<file path="src/rtl/uart_rx_os.sv">
// Oversampling UART receiver: 3-sample majority vote per bit, parity/framing/break
// flags, and a first-word-fall-through receive FIFO with ready/valid output.
module uart_rx_os #(
  parameter int CLK_FREQ   = 50000000,
  parameter int BAUD_RATE  = 115200,
  parameter int OVERSAMPLE = 16,
  parameter int DATA_BITS  = 8,
  parameter int PARITY     = 0,
  parameter int STOP_BITS  = 1,
  parameter int FIFO_DEPTH = 4
) (
  input  logic                 clk,
  input  logic                 rst_n,
  input  logic                 rx,
  output logic [DATA_BITS-1:0] rx_data,
  output logic                 rx_valid,
  input  logic                 rx_ready,
  output logic                 parity_error,
  output logic                 framing_error,
  output logic                 break_det,
  output logic                 overrun
);
  localparam int DIV = CLK_FREQ / (BAUD_RATE * OVERSAMPLE);
  localparam int MID = OVERSAMPLE / 2;
  localparam int PW  = (DIV > 1) ? $clog2(DIV) : 1;
  localparam int OW  = $clog2(OVERSAMPLE);
  localparam int AW  = $clog2(FIFO_DEPTH);

  typedef enum logic [2:0] {IDLE, START, DATA, PAR, STOP, BRK_WAIT} state_t;
  typedef struct packed {
    logic                 brk;
    logic                 frm;
    logic                 par;
    logic [DATA_BITS-1:0] data;
  } entry_t;

  state_t               state_q, state_d;
  logic [1:0]           sync_q;
  logic [PW-1:0]        presc_q, presc_d;
  logic [OW-1:0]        os_q, os_d;
  logic [3:0]           bit_q, bit_d;
  logic                 s0_q, s1_q;
  logic [DATA_BITS-1:0] shift_q, shift_d;
  logic                 par_err_q, par_err_d, frm_err_q, frm_err_d, any1_q, any1_d;
  logic                 rx_s, tick, decide, maj, push;
  entry_t               push_entry;

  entry_t               mem_q [FIFO_DEPTH];
  logic [AW-1:0]        wr_q, rd_q;
  logic [AW:0]          cnt_q;
  logic                 ovr_q, pop, full, wr_en;
  entry_t               head;

  assign rx_s   = sync_q[1];
  assign tick   = (state_q != IDLE) && (presc_q == PW'(DIV - 1));
  assign decide = tick && (os_q == OW'(MID + 1));
  // Third vote is the live sample taken on the decision tick itself.
  assign maj    = (s0_q & s1_q) | (s0_q & rx_s) | (s1_q & rx_s);

  always_comb begin
    state_d    = state_q;
    bit_d      = bit_q;
    shift_d    = shift_q;
    par_err_d  = par_err_q;
    frm_err_d  = frm_err_q;
    any1_d     = any1_q;
    push       = 1'b0;
    push_entry = '0;
    presc_d    = (state_q == IDLE || tick) ? '0 : presc_q + 1'b1;
    os_d       = os_q;
    if (state_q == IDLE)
      os_d = '0;
    else if (tick)
      os_d = (os_q == OW'(OVERSAMPLE - 1)) ? '0 : os_q + 1'b1;

    unique case (state_q)
      IDLE: if (!rx_s) begin
        state_d   = START;
        bit_d     = '0;
        shift_d   = '0;
        par_err_d = 1'b0;
        frm_err_d = 1'b0;
        any1_d    = 1'b0;
      end
      START: if (decide) state_d = maj ? IDLE : DATA;
      DATA: if (decide) begin
        shift_d = {maj, shift_q[DATA_BITS-1:1]};
        any1_d  = any1_q | maj;
        if (bit_q == 4'(DATA_BITS - 1)) begin
          bit_d   = '0;
          state_d = (PARITY != 0) ? PAR : STOP;
        end else begin
          bit_d = bit_q + 1'b1;
        end
      end
      PAR: if (decide) begin
        any1_d    = any1_q | maj;
        par_err_d = maj ^ (^shift_q) ^ (PARITY == 2);
        state_d   = STOP;
      end
      STOP: if (decide) begin
        any1_d    = any1_q | maj;
        frm_err_d = frm_err_q | ~maj;
        if (bit_q == 4'(STOP_BITS - 1)) begin
          push            = 1'b1;
          push_entry.brk  = ~any1_d;
          push_entry.frm  = frm_err_d;
          push_entry.par  = par_err_q;
          push_entry.data = shift_q;
          state_d         = any1_d ? IDLE : BRK_WAIT;
        end else begin
          bit_d = bit_q + 1'b1;
        end
      end
      BRK_WAIT: if (rx_s) state_d = IDLE;
      default: state_d = IDLE;
    endcase
  end

  // A full FIFO still takes the new frame if the head is popped in the same cycle.
  assign pop   = rx_valid & rx_ready;
  assign full  = (cnt_q == (AW+1)'(FIFO_DEPTH));
  assign wr_en = push & (~full | pop);

  always_ff @(posedge clk or negedge rst_n) begin
    if (!rst_n) begin
      state_q   <= IDLE;
      sync_q    <= 2'b11;
      presc_q   <= '0;
      os_q      <= '0;
      bit_q     <= '0;
      s0_q      <= 1'b1;
      s1_q      <= 1'b1;
      shift_q   <= '0;
      par_err_q <= 1'b0;
      frm_err_q <= 1'b0;
      any1_q    <= 1'b0;
      wr_q      <= '0;
      rd_q      <= '0;
      cnt_q     <= '0;
      ovr_q     <= 1'b0;
    end else begin
      state_q   <= state_d;
      sync_q    <= {sync_q[0], rx};
      presc_q   <= presc_d;
      os_q      <= os_d;
      bit_q     <= bit_d;
      if (tick && os_q == OW'(MID - 1)) s0_q <= rx_s;
      if (tick && os_q == OW'(MID))     s1_q <= rx_s;
      shift_q   <= shift_d;
      par_err_q <= par_err_d;
      frm_err_q <= frm_err_d;
      any1_q    <= any1_d;
      ovr_q     <= push & full & ~pop;
      if (wr_en) wr_q <= wr_q + 1'b1;
      if (pop)   rd_q <= rd_q + 1'b1;
      unique case ({wr_en, pop})
        2'b10:   cnt_q <= cnt_q + 1'b1;
        2'b01:   cnt_q <= cnt_q - 1'b1;
        default: cnt_q <= cnt_q;
      endcase
    end
  end

  always_ff @(posedge clk) begin
    if (wr_en) mem_q[wr_q] <= push_entry;
  end

  assign head          = (cnt_q != '0) ? mem_q[rd_q] : '0;
  assign rx_valid      = (cnt_q != '0);
  assign rx_data       = head.data;
  assign parity_error  = head.par;
  assign framing_error = head.frm;
  assign break_det     = head.brk;
  assign overrun       = ovr_q;
endmodule

</file>
<file path="config.mk">
export PLATFORM = sky130hd
export DESIGN_NAME = uart_rx_os
export DESIGN_NICKNAME = d
export VERILOG_FILES = /design/src/rtl/uart_rx_os.sv
export SDC_FILE = /design/constraint.sdc
export NUM_CORES = 1
export LEC_CHECK = 0
export ABC_AREA = 0
export BUFFER_PORTS_ARGS = -buffer_cell sky130_fd_sc_hd__buf_2
export CAP_MARGIN = 20
export CORE_MARGIN = 4
export CORE_UTILIZATION = 66
export CTS_CLUSTER_SIZE = 8
export DETAILED_ROUTE_END_ITERATION = 8
export PLACE_DENSITY = 0.82
export SYNTH_ARGS = -nofsm -noshare
export SYNTH_HDL_FRONTEND = slang
export SYNTH_SLANG_ARGS = --single-unit
</file>
<file path="constraint.sdc">
create_clock -name clk -period 3.5 [get_ports clk]
set_input_delay 0.525 -clock clk [delete_from_list [all_inputs] [get_ports clk]]
set_output_delay 0.525 -clock clk [all_outputs]
set_load 0.01 [all_outputs]
</file>
==> impl_metrics.py <==
metrics = {
    "global_route": {
        "busiest_layer": "met2",
        "grt_pass1_wl_mm": 11.61,
        "grt_pass1_vias": 2375,
        "grt_max_degree": 40,
        "grtUsageMet1_pct": 28.25,
        "met3_usage_pct": 6.019,
        "grt_overflow": 0,
        "grt_util_met2_pct": 32.63,
        "antenna_found_initial": 0,
        "grt_util_all_layers_pct": 20.82,
    },
    "layout": {
        "regArea_um2": 2302,
        "fill_cells": 347,
        "areaGrowthSynthToFinish_pct": 7.426,
        "layout-drive-gt1-share_pct": 18.29,
        "n_antenna_cell": 0,
        "multi_input_area_um2": 1518,
        "final_nets": 339,
        "design_area_um2": 4235,
    },
    "power": {
        "p_comb_share_pct": 0.7,
        "seq_power_share_pct": 59.6,
        "clock_power_share_pct": 39.7,
        "p_leak_uw": 0.001789,
        "netSwitchingPower_uw": 361.1,
        "p_int_uw": 1357,
        "switching_share_pct": 21.02,
        "power_density_nw_per_um2": 405.6,
        "vdd_drop_max_v": 0.0003566,
    },
    "routing": {
        "drt-total-wl_mm": 6.582,
        "via_per_inst": 5.993,
        "vias": 2397,
        "drc": 0,
        "firstDrtPassIters": 5,
        "first_iter_violations": 174,
        "drt.antenna.violating_nets": 0,
        "wl_per_cell_um": 16.46,
    },
    "clock_tree": {
        "cts_setup_buffers": 0,
        "path_clk_slew_ns": 0.08,
        "postCtsResizedCells": 0,
        "clock_sinks": 83,
        "cts_buffers": 9,
        "cts_buffer_depth": 2,
        "cts-root-buf": "clkbuf_8",
        "cts_tree": "built",
        "ctsHoldBuffers": 0,
        "clk_latency_ns": 0.35,
        "cts.htree.levels": 3,
    },
    "worst_setup_path": {
        "end_kind": "register",
        "crit_type": "reg -> reg",
        "start_kind": "register",
        "worstPathCellList": "inv_1 > ha_1 > nand4b_4 > nor2_1 > and4_1 > and3_1",
        "cp_slowest_stage_delay_ns": 0.61,
        "worst_ep_arrival_time_ns": 2.63,
        "path_max_fanout": 17,
        "slowest_stage": "and3_1",
        "reg2regPathDepth": 6,
        "worstPathRequired_ns": 3.49,
    },
    "placement": {
        "placed_cell_area_um2": 4035,
        "port_buffers": 16,
        "routabilityCongestion": 0.8350,
        "detailed_place_hpwl_mm": 4.548,
        "dp_slack_ns": 0.8616,
    },
    "outcome": {
        "status": "finished clean",
    },
    "timing": {
        "period_minus_slack_ns": 2.635,
        "layout_setup_ws_ns": 0.8651,
        "whs_ns": 0.2619,
        "tns_ns": 0,
        "fmax_mhz": 379.5,
        "setup_viol": 0,
        "worst_pin_slew_ns": 0.8345,
        "rsz0062_at_grt": "false",
        "drv_slew": 0,
        "hold_viol": 0,
        "timing.final.crit_share_pct": 75.28,
        "finClkSkew_ns": 0.009622,
        "relSlewSlack_pct": 44.36,
    },
    "logic_synthesis": {
        "async_flop_share_pct": 46.99,
        "seq_area_frac_synth_pct": 58.39,
        "synth.most_common_cell": "edfxtp_1",
        "yosysTopAreaCell": "edfxtp_1",
        "ys_top_cells_by_count": "edfxtp_1, dfrtp_1, nand2_1",
        "synthFlopType": "edfxtp_1",
        "avgSynthCellArea_um2": 12.80,
        "synthCells": 308,
        "ys_types": 59,
        "yosysTopAreaCellShare_pct": 33.51,
        "synth-edff-count": 44,
        "mappedNetlistNets": 324,
        "synth.area.top_cells": "edfxtp_1, dfrtp_1, mux4_2",
        "ys_warn_count": 0,
        "syn_area_um2": 3943,
        "synth-seq-cells": 83,
    },
    "floorplanning": {
        "rows": 27,
        "io_pins": 17,
        "start_util_pct": 69.88,
        "chipHeight_um": 85.29,
        "die_w_um": 85.29,
        "core_area_um2": 5642,
        "dieArea_um2": 7274,
    },
    "flow_run": {
        "maxCapViolCount": 0,
    },
    "min_path": {
        "hp-class": "in -> async",
    },
}
## worst max-delay path: cells and delay by family (launching register included)
| family | cells | cell delay (ns) |
|---|---|---|
| adder cells (fa/ha/maj) | 1 | 0.21 |
| buffers and inverters | 1 | 0.07 |
| flip-flops | 1 | 0.41 |
| AND/OR/NAND/NOR | 4 | 1.59 |
## cell type report
| class | instances | area share, % |
|---|---|---|
| clock inverters | 7 | 1.802 |
| flip-flops and latches | 83 | 54.36 |
| clock buffers | 9 | 2.925 |
| inverters | 10 | 0.8863 |
| repair buffers | 17 | 2.068 |
| multi-input cells | 202 | 35.83 |
| well taps | 72 | 2.127 |
## worst paths after layout
path	startpoint	to	slack [ns]
max	presc_q[0]$_DFF_PN0_	mem_q[1][3]$_DFFE_PP_	0.87
min	rst_n	bit_q[0]$_DFFE_PN0P_	0.26
max reg2reg	presc_q[0]$_DFF_PN0_	mem_q[1][3]$_DFFE_PP_	0.87
min reg2reg	sync_q[0]$_DFF_PN1_	sync_q[1]$_DFF_PN1_	0.36
max in group asynchronous	rst_n	frm_err_q$_DFFE_PN0P_	2.70
min in group clk	rx	sync_q[0]$_DFF_PN1_	0.27
## metrics by stage
stage | util, % | total power (uW) | cells
floorplan | - | 1046 | 308
global placement | 71.52 | 1057 | 384
detailed placement | 71.52 | 1057 | 384
CTS | 75.07 | 1729 | 400
global route | 75.07 | 1791 | 400
finish | 75.07 | 1718 | 400
## sequential cells by signal, summed over array words and instances (netlist names), 2 cells and up
name     flops
rd_q         2
shift_q      8
sync_q       2
wr_q         2
cnt_q        3
bit_q        4
mem_q       44
state_q      3
os_q         4
presc_q      5
## layout by cell type (no fill, tap or decap), drive strengths merged, types with 2 or more instances in the layout
cell / n
and3: 6
dfrtp: 35
nand4: 2
inv: 11
a311oi: 2
nand4b: 3
edfxtp: 44
xor2: 4
or3: 2
nand2: 34
mux4: 11
buf: 17
ha: 11
nand2b: 2
or2: 3
a21oi: 5
nor2: 21
o22ai: 2
dfstp: 4
o21ai: 18
nand3: 7
o31ai: 2
clkinv: 4
xnor2: 14
or4b: 3
nor3: 2
mux2: 3
clkbuf: 9
and2: 23
nor4: 3
a21o: 2
a31oi: 2
## routing by layer
layer  share of wire [%]  vias up
li1                    -     1138
met1                  44     1178
met2                  49       72
met3                 6.0        9
met4                 1.4        0
met5                   0        -
## power by group through the flow
stage	logic (uW)	registers, uW	clock network (uW)
final	12.0	1020	682
after global routing	14.4	1020	753
after CTS	13.0	1020	692
after detailed placement	12.8	1040	0
after global placement	12.5	1040	0
after floorplan	2.75	1040	0
## kinds of logic after synthesis
logic type	synth area share, %
flip-flops	58.39
adder cells (fa/ha/maj)	4.284
AND/OR/NAND/NOR	16.66
multiplexers	7.141
buffers and inverters	3.110
AO/OA/AOI/OAI	6.410
XOR/XNOR	3.999
No activity file was read; power rests on OpenSTA's default activity.
